`src/rtl/sram_port_arbiter_pkg.sv`:
```
// Shared SRAM arbiter types: FSM state enum, read tag bundle,
// SRAM bus widths and fixed read latency.
package sram_port_arbiter_pkg;

  localparam int SRAM_ADDR_W  = 18;
  localparam int SRAM_DATA_W  = 16;
  localparam int READ_LATENCY = 2;
  localparam int STARVE_CNT_W = 11;

  typedef enum logic [2:0] {
    S_ARB_IDLE  = 3'd0,
    S_ARB_M3    = 3'd1,
    S_ARB_DRAIN = 3'd2,
    S_ARB_M2    = 3'd3,
    S_ARB_TURN  = 3'd4
  } M_ARB_state_type;

  typedef struct packed {
    logic is_m2;
    logic is_m3;
  } read_tag_t;

endpackage

```
`src/rtl/sram_port_arbiter_read_tag_pipe.sv`:
```
// read_tag_pipe: 2-stage shift of per-cycle read tags so each
// returning SRAM word is flagged for the requester that issued it.
module read_tag_pipe
  import sram_port_arbiter_pkg::*;
(
  input  logic      CLOCK_50_I,
  input  logic      resetn,
  input  read_tag_t tag_in,
  output logic      m2_read_valid,
  output logic      m3_read_valid
);

  read_tag_t stage1;
  read_tag_t stage2;

  always_ff @(posedge CLOCK_50_I or negedge resetn) begin
    if (!resetn) begin
      stage1 <= '0;
      stage2 <= '0;
    end else begin
      stage1 <= tag_in;
      stage2 <= stage1;
    end
  end

  assign m2_read_valid = stage2.is_m2;
  assign m3_read_valid = stage2.is_m3;

endmodule

```
`src/rtl/sram_port_arbiter.sv`:
```
// Shares the SRAM port between M2 (priority) and M3 (background
// reads); pauses M3 while M2 owns the port, routes read returns.
module sram_port_arbiter
  import sram_port_arbiter_pkg::*;
#(
  parameter int STARVE_LIMIT = 1024
) (
  input  logic                   CLOCK_50_I,
  input  logic                   resetn,
  input  logic                   m2_req,
  input  logic [SRAM_ADDR_W-1:0] m2_address,
  input  logic                   m2_we_n,
  input  logic [SRAM_DATA_W-1:0] m2_write_data,
  input  logic                   m3_req,
  input  logic [SRAM_ADDR_W-1:0] m3_address,
  output logic [SRAM_ADDR_W-1:0] SRAM_address,
  output logic                   SRAM_we_n,
  output logic [SRAM_DATA_W-1:0] SRAM_write_data,
  input  logic [SRAM_DATA_W-1:0] SRAM_read_data,
  output logic [SRAM_DATA_W-1:0] read_data,
  output logic                   m2_grant,
  output logic                   m3_pause,
  output logic                   m2_read_valid,
  output logic                   m3_read_valid,
  output logic                   starve
);

  localparam logic [STARVE_CNT_W-1:0] LIMIT =
    STARVE_CNT_W'(STARVE_LIMIT);

  M_ARB_state_type state;
  M_ARB_state_type state_n;

  logic [STARVE_CNT_W-1:0] starve_cnt;
  logic [STARVE_CNT_W-1:0] cnt_inc;
  logic                    in_m2;
  logic                    in_m3;
  read_tag_t               tag_s0;

  assign in_m2 = (state == S_ARB_M2);
  assign in_m3 = (state == S_ARB_M3);

  always_comb begin
    state_n = state;
    unique case (state)
      S_ARB_IDLE: begin
        if (m2_req)      state_n = S_ARB_M2;
        else if (m3_req) state_n = S_ARB_M3;
      end
      S_ARB_M3: begin
        if (m2_req)       state_n = S_ARB_DRAIN;
        else if (!m3_req) state_n = S_ARB_IDLE;
      end
      // one dead cycle lets M3 see pause before M2 drives
      S_ARB_DRAIN: state_n = S_ARB_M2;
      S_ARB_M2: begin
        if (!m2_req) state_n = S_ARB_TURN;
      end
      S_ARB_TURN: begin
        if (m2_req)      state_n = S_ARB_M2;
        else if (m3_req) state_n = S_ARB_M3;
        else             state_n = S_ARB_IDLE;
      end
      default: state_n = S_ARB_IDLE;
    endcase
  end

  always_ff @(posedge CLOCK_50_I or negedge resetn) begin
    if (!resetn) state <= S_ARB_IDLE;
    else         state <= state_n;
  end

  always_comb begin
    if (in_m2) begin
      SRAM_address    = m2_address;
      SRAM_we_n       = m2_we_n;
      SRAM_write_data = m2_write_data;
    end else begin
      SRAM_address    = m3_address;
      SRAM_we_n       = 1'b1;
      SRAM_write_data = '0;
    end
  end

  assign read_data = SRAM_read_data;
  assign m2_grant  = in_m2;
  assign m3_pause  = (state == S_ARB_DRAIN) || in_m2 ||
                     (state == S_ARB_TURN);

  always_comb begin
    tag_s0       = '0;
    tag_s0.is_m2 = in_m2 && m2_we_n;
    tag_s0.is_m3 = in_m3;
  end

  read_tag_pipe u_tag_pipe (
    .CLOCK_50_I   (CLOCK_50_I),
    .resetn       (resetn),
    .tag_in       (tag_s0),
    .m2_read_valid(m2_read_valid),
    .m3_read_valid(m3_read_valid)
  );

  // saturating count of M2 cycles that kept a waiting M3 out
  assign cnt_inc = (&starve_cnt) ? starve_cnt
                                 : starve_cnt + 1'b1;

  always_ff @(posedge CLOCK_50_I or negedge resetn) begin
    if (!resetn) begin
      starve_cnt <= '0;
      starve     <= 1'b0;
    end else begin
      if (!in_m2)      starve_cnt <= '0;
      else if (m3_req) starve_cnt <= cnt_inc;
      if (in_m2 && m3_req && cnt_inc >= LIMIT)
        starve <= 1'b1;
      else if (state_n == S_ARB_M3)
        starve <= 1'b0;
    end
  end

endmodule
```
`config.mk`:
```
export PLATFORM = sky130hd
export DESIGN_NAME = sram_port_arbiter
export DESIGN_NICKNAME = d
export VERILOG_FILES = /design/src/rtl/sram_port_arbiter_pkg.sv /design/src/rtl/sram_port_arbiter_read_tag_pipe.sv /design/src/rtl/sram_port_arbiter.sv
export SDC_FILE = /design/constraint.sdc
export NUM_CORES = 1
export LEC_CHECK = 0
export ABC_CLOCK_PERIOD_IN_PS = 4500
export CAP_MARGIN = 0
export CORE_MARGIN = 2
export CORE_UTILIZATION = 33
export CTS_BUF_LIST = sky130_fd_sc_hd__clkbuf_4 sky130_fd_sc_hd__clkbuf_8 sky130_fd_sc_hd__clkbuf_16
export DETAILED_ROUTE_END_ITERATION = 6
export GPL_TIMING_DRIVEN = 0
export PLACE_DENSITY = 0.86
export SLEW_MARGIN = 20
export SYNTH_ARGS = -nofsm -noshare
export SYNTH_HDL_FRONTEND = slang
export SYNTH_HIERARCHICAL = 1
export SYNTH_SLANG_ARGS = --single-unit
export TNS_END_PERCENT = 30
```
`constraint.sdc`:
```
create_clock -name CLOCK_50_I -period 4.5 [get_ports CLOCK_50_I]
set_clock_uncertainty 0.2 [all_clocks]
set_input_delay 0.9 -clock CLOCK_50_I [delete_from_list [all_inputs] [get_ports CLOCK_50_I]]
set_output_delay 0.9 -clock CLOCK_50_I [all_outputs]
set_load 0.01 [all_outputs]
```
==> flow_metrics.tcl, run 1 <==
set metrics [dict create \
    hold_viol 0 \
    core_area_um2 4029 \
    fin_tns_setup_ps 0 \
    start_kind "flip-flop" \
    crit_type "reg2out" \
    num_rows 23 \
    synth_top_area_share_pct 34.36 \
    routabilityCongestion 0.8561 \
    hpwl_um 3752 \
    yosysUniqueCellTypes 34 \
    ff_latch_area_um2 475.5 \
    synthTopCellsByCount "nand2_1, dfrtp_1, and2_1, buf_4, nor2_1" \
    clock-root-buffer "clkbuf_8" \
    status "finished, final reports clean" \
    syn_area_um2 1384 \
    syn_inst 184 \
    slew_headroom_pct 45.57 \
    synthFlopType "dfrtp_1" \
    tightest_slew_ps 813.9 \
    critPathArrivalTime_ps 2140 \
    yosys_warnings 6 \
    gr-total-overflow 0 \
    clock_path_buffers 2 \
    ir_drop_mv 0.2524 \
    layout-drive-gt1-share_pct 11.71 \
    start_util_pct 34.35 \
    ant_nets 0 \
    syn2layout_area_growth_pct 88.34 \
    synth_edf_count 0 \
    synth_largest_area_cell "dfrtp_1" \
    dieArea_um2 4727 \
    hold_buffers 0 \
    portBuffers 111 \
    synth_most_common_cell "nand2_1" \
    post_drt_wl_per_cell_um 13.03 \
    diodes 0 \
    multi_input_area_um2 734.5 \
    via_per_inst 4.728 \
    leakage_nw 1.150 \
    routed_wl_um 4549 \
    fin_crit_ps 3238 \
    dieHeight_um 68.76 \
    min_period_over_period_pct 71.95 \
    firstDrtPassIters 4 \
    rsz0062_at_grt "no" \
    vias 1650 \
    grt_pass1_vias 1579 \
    die_x_um 68.76 \
    yosysSeqAreaShare_pct 34.36 \
    cts_buffers 3 \
    cts_max_level 1 \
    cts_num_sinks 19 \
    cp-end-kind "output port" \
    hold_ws_ps 150.4 \
    drt_first_iter_violations 89 \
    grt_max_degree 20 \
    path_max_fanout 10 \
    syn_nets 258 \
    cts_tree "built" \
    grt_pass1_wl_um 7079 \
    fmax_mhz 308.9 \
    io_pins 129 \
    cts_resized 0 \
    grt_use_total_pct 19.87 \
    synth_area_leaders "dfrtp_1, nand2_1, buf_4" \
    n_fill_cell 356 \
    ys_ff_latch 19 \
    setup_violations 0 \
    cap_violations 0 \
    insertion_delay_ps 250 \
    synth.avg_cell_area_um2 7.521 \
    fin_nets 374 \
    drcViolationCount 0 \
    crit_required_ps 3400 \
    antenna_found_initial 0 \
    synthArstFlopShare_pct 100.0 \
    clk_pin_slew_ps 70 \
    pwr_density_cell_nw_per_um2 423.3 \
    postCtsSetupBuffers 0 \
    worstHoldPathType "reg2reg" \
    slew_viol_final 0 \
]
kinds of logic (layout without fill, tap and decap cells):
kind of cell	after synthesis	after routing	synth area share, %
buf+inv	28	143	12.57
fa+ha+maj	1	1	0.9040
flops	19	19	34.36
simple gates	112	112	38.61
mux	3	3	2.260
compound gates	20	20	10.67
xor+xnor	1	1	0.6330
critical path, stage by stage (launching register included):
cell	delay (ps)
dfrtp_1	360
buf_2	160
nand3b_1	160
buf_2	250
buf_2	250
nand2_1	80
nand2_1	70
clkdlybuf4s50_1	540
metal layers:
metal	global-route usage, %	vias up	wire, um
li1	-	819	-
met4	5.882	0	55
met5	0	-	0
met1	23.99	745	1668
met2	35.58	81	2512
met3	3.896	5	313
per-stage QoR:
step | util (%) | total power [mW] | setup WS (ps) | instance area (um^2) | instances
floorplan | - | 0.5720 | 2194 | 1384 | 184
global placement | 63.48 | 0.9754 | 1332 | 2557 | 345
detailed placement | 63.48 | 0.9880 | 1332 | 2557 | 345
CTS | 64.69 | 1.114 | 1243 | 2606 | 349
global route | 64.69 | 1.194 | 1122 | 2606 | 349
finish | 64.69 | 1.103 | 1262 | 2606 | 349
cell type report:
cell class	count	area share, %
plain buffers	25	6.241
multi-input cells	137	28.18
well taps	50	2.400
clock buffers	4	1.872
repair buffers	111	42.63
inverters	3	0.4321
flip-flops and latches	19	18.24
worst paths after layout:
| check | start | to | slack, ps | cells after the start |
|---|---|---|---|---|
| setup reg to reg | starve_cnt[0] | starve_cnt[3] | 2700 | 5 |
| hold / removal | u_tag_pipe/stage1[1] | u_tag_pipe/m2_read_valid | 150 | 0 |
| hold reg to reg | u_tag_pipe/stage1[1] | u_tag_pipe/m2_read_valid | 150 | 0 |
| max in group asynchronous | resetn | starve | 2680 | 1 |
| min in group asynchronous | resetn | starve_cnt[8] | 920 | 1 |
| setup / recovery | state[1] | SRAM_address[10] | 1260 | 7 |
cells in the final DEF (no fill, tap or decap), drive strengths merged:
| cell type | netlist | layout |
|---|---|---|
| nor2 | 10 | 10 |
| nand3b | 1 | 1 |
| and4b | 1 | 1 |
| clkdlybuf4s50 | 0 | 111 |
| and4 | 1 | 1 |
| buf | 22 | 22 |
| a32o | 1 | 1 |
| or2 | 2 | 2 |
| a41oi | 2 | 2 |
| inv | 3 | 3 |
| nand2 | 61 | 61 |
| nor2b | 1 | 1 |
| nand4 | 2 | 2 |
| nand3 | 6 | 6 |
| o31a | 1 | 1 |
| nor3 | 8 | 8 |
| a31oi | 1 | 1 |
| clkbuf | 3 | 7 |
| o21ai | 5 | 5 |
| dfrtp | 19 | 19 |
| ha | 1 | 1 |
| a21oi | 6 | 6 |
| and3 | 1 | 1 |
| a211oi | 2 | 2 |
| o31ai | 1 | 1 |
| mux2 | 1 | 1 |
| xor2 | 1 | 1 |
| nor4bb | 1 | 1 |
| mux2i | 2 | 2 |
| and2 | 17 | 17 |
| a211o | 1 | 1 |
where the power goes:
part | total, mW | switching [mW] | internal, mW | leakage, nW
logic | 0.756 | 0.348 | 0.409 | 0.867
registers | 0.224 | 0.0228 | 0.201 | 0.257
clock network | 0.123 | 0.0540 | 0.0690 | 0.0262
total | 1.10 | 0.424 | 0.679 | 1.15
flip-flops by register name (all words and copies together), names as in the netlist:
signal                    cells
u_tag_pipe/m3_read_valid      1
state                         3
u_tag_pipe/m2_read_valid      1
starve_cnt                   11
starve                        1
u_tag_pipe/stage1             2
Note: power is estimated with default switching activity, not from simulation.
==> run 2: changes to the inputs <==
Settings changed: ABC_CLOCK_PERIOD_IN_PS 4500 to 3050, CORE_UTILIZATION 33 to 31, PLACE_DENSITY 0.86 to 0.82.
Clock period 4.5 ns to 3.05 ns, I/O delays scaled along.
==> run 2 against run 1 <==
Against the previous run:
- via count down 2.0%
- sequential power up 45%
- flip-flop and latch count unchanged
- non-clock buffer count down 1
- total power up 45%
- final area about the same
- hold slack better by 2.1 ps
- global-route usage down 4.0 points
- largest cell class unchanged
- combinational power up 44%
- clock power up 49%
- die area up 6.1%
- first-iteration DRC count down 19%
==> flow_metrics.tcl, run 2 (synthesis results as in run 1) <==
set metrics [dict create \
    worstHoldPathType "reg2reg" \
    path_max_fanout 10 \
    min_period_over_period_pct 92.49 \
    place_ws_ps 389.4 \
    drt_first_iter_violations 72 \
    critPathArrivalTime_ps 2010 \
    gr-total-overflow 0 \
    holdPathEnd "u_tag_pipe/m2_read_valid" \
    top_regs "starve_cnt (11), state (3), u_tag_pipe/stage1 (2)" \
    design_area_um2 2604 \
    cts_buffers 3 \
    hold_depth 0 \
    fin_tns_setup_ps 0 \
    start_kind "flip-flop" \
    fin_crit_ps 2821 \
    status "finished, final reports clean" \
    die_x_um 70.81 \
    diodes 0 \
    clk_pin_slew_ps 70 \
    core_area_um2 4324 \
    post_drt_wl_per_cell_um 11.50 \
    route.met3.wl_um 312 \
    n_fill_cell 394 \
    cp-end-kind "output port" \
    ant_nets 0 \
    clock-root-buffer "clkbuf_8" \
    routabilityCongestion 0.8366 \
    antenna_found_initial 0 \
    grt_pass1_vias 1578 \
    r2r_slack_ps 1340 \
    final_cell_mix "clkdlybuf4s50_1, nand2_1, dfrtp_1" \
    leakage_nw 1.147 \
    layout-drive-gt1-share_pct 11.41 \
    ir_drop_mv 0.3467 \
    largest_register_ffs 11 \
    insertion_delay_ps 260 \
    place_inst 347 \
    cts_max_level 1 \
    slew_headroom_pct 42.08 \
    crit_required_ps 2240 \
    drcViolationCount 0 \
    cts_num_sinks 19 \
    fmax_mhz 354.5 \
    rsz0062_at_grt "no" \
    wl_met1_um 1589 \
    pwr_density_cell_nw_per_um2 615.8 \
    firstDrtPassIters 4 \
    hpwl_um 3334 \
    hold_buffers 0 \
    setup_violations 0 \
    dieArea_um2 5014 \
    start_util_pct 32.00 \
    routed_wl_um 4025 \
    via_per_inst 4.620 \
    final_common_cell "clkdlybuf4s50_1" \
    fin_nets 373 \
    met2_length_um 2099 \
    dieHeight_um 70.81 \
    num_rows 24 \
    io_pins 129 \
    slew_viol_final 0 \
    setup_ws_ps 228.9 \
    grt_use_total_pct 15.83 \
    vias 1617 \
    r2r-start "starve_cnt[0]" \
    final_cells 350 \
    crit_type "reg2out" \
    top_layer "met4" \
    regMostFlops "starve_cnt" \
    grt_pass1_wl_um 6651 \
    cap_violations 0 \
    syn2layout_area_growth_pct 88.16 \
    hold_viol 0 \
    grt_max_degree 20 \
    dpl_cell_area_um2 2560 \
    holdCritStartpoint "u_tag_pipe/stage1[1]" \
    cts_tree "built" \
    tightest_slew_ps 866.1 \
    final_util_pct 60.21 \
    r2r-end "starve_cnt[0]" \
    portBuffers 111 \
    worstRegToRegCells 5 \
    clock_path_buffers 2 \
]
[run 2: cell types whose count changed in the layout (fill, tap and decap cells not counted)]
cell	previous run	this run
buf_2	6	5
[run 2: repair_timing]
action                     in CTS  in global routing
hold endpoints to repair        0                  0
resized for setup               0                  0
setup buffers                   0                  0
setup endpoints to repair       0                 10
[run 2: stage by stage]
stage / total power [mW] / hold slack (ps)
2_1_floorplan: 0.8439 / 114.4
3_5_place_dp: 1.446 / 141.6
6_report: 1.603 / 152.6
3_3_place_gp: 1.433 / 133.7
5_1_grt: 1.731 / 167.2
4_1_cts: 1.637 / 158.5
[run 2: critical path, cell delays in order (launching register included)]
cell	delay, ps
dfrtp_1	360
buf_2	160
nand3b_1	150
clkbuf_1	350
nand2_1	100
nand2_1	80
clkdlybuf4s50_1	550
[run 2: final cells by class]
| type | instances | area [um^2] | share of cell area (%) |
|---|---|---|---|
| timing repair buffer | 111 | 1111 | 42.67 |
| multi-input combinational | 137 | 734.5 | 28.21 |
| sequential | 19 | 475.5 | 18.26 |
| buffer | 24 | 157.7 | 6.055 |
| tap | 52 | 65.06 | 2.499 |
| clock buffer | 4 | 48.80 | 1.874 |
| inverter | 3 | 11.26 | 0.4325 |
[run 2: how the worst max path moves through the flow]
stage,endpoint,cells after the start,start
after detailed placement,SRAM_address[6],7,state[1]
after CTS,SRAM_address[10],7,state[1]
after global placement,SRAM_address[10],7,state[1]
after floorplan,SRAM_address[10],6,state[1]
after global routing,SRAM_write_data[5],6,state[1]
final,SRAM_address[14],6,state[1]
[run 2: metal layers]
| layer | track usage [%] | vias to the layer above |
|---|---|---|
| met5 | 0 | - |
| met1 | 18.72 | 717 |
| met2 | 28.35 | 75 |
| met3 | 4.274 | 4 |
| li1 | - | 821 |
| met4 | 3.983 | 0 |
[run 2: where the power goes]
group / internal (mW) / leakage, nW / switching [mW] / total, mW
sequential: 0.296 / 0.257 / 0.0291 / 0.325
clock: 0.102 / 0.0262 / 0.0817 / 0.183
combinational: 0.598 / 0.864 / 0.497 / 1.09
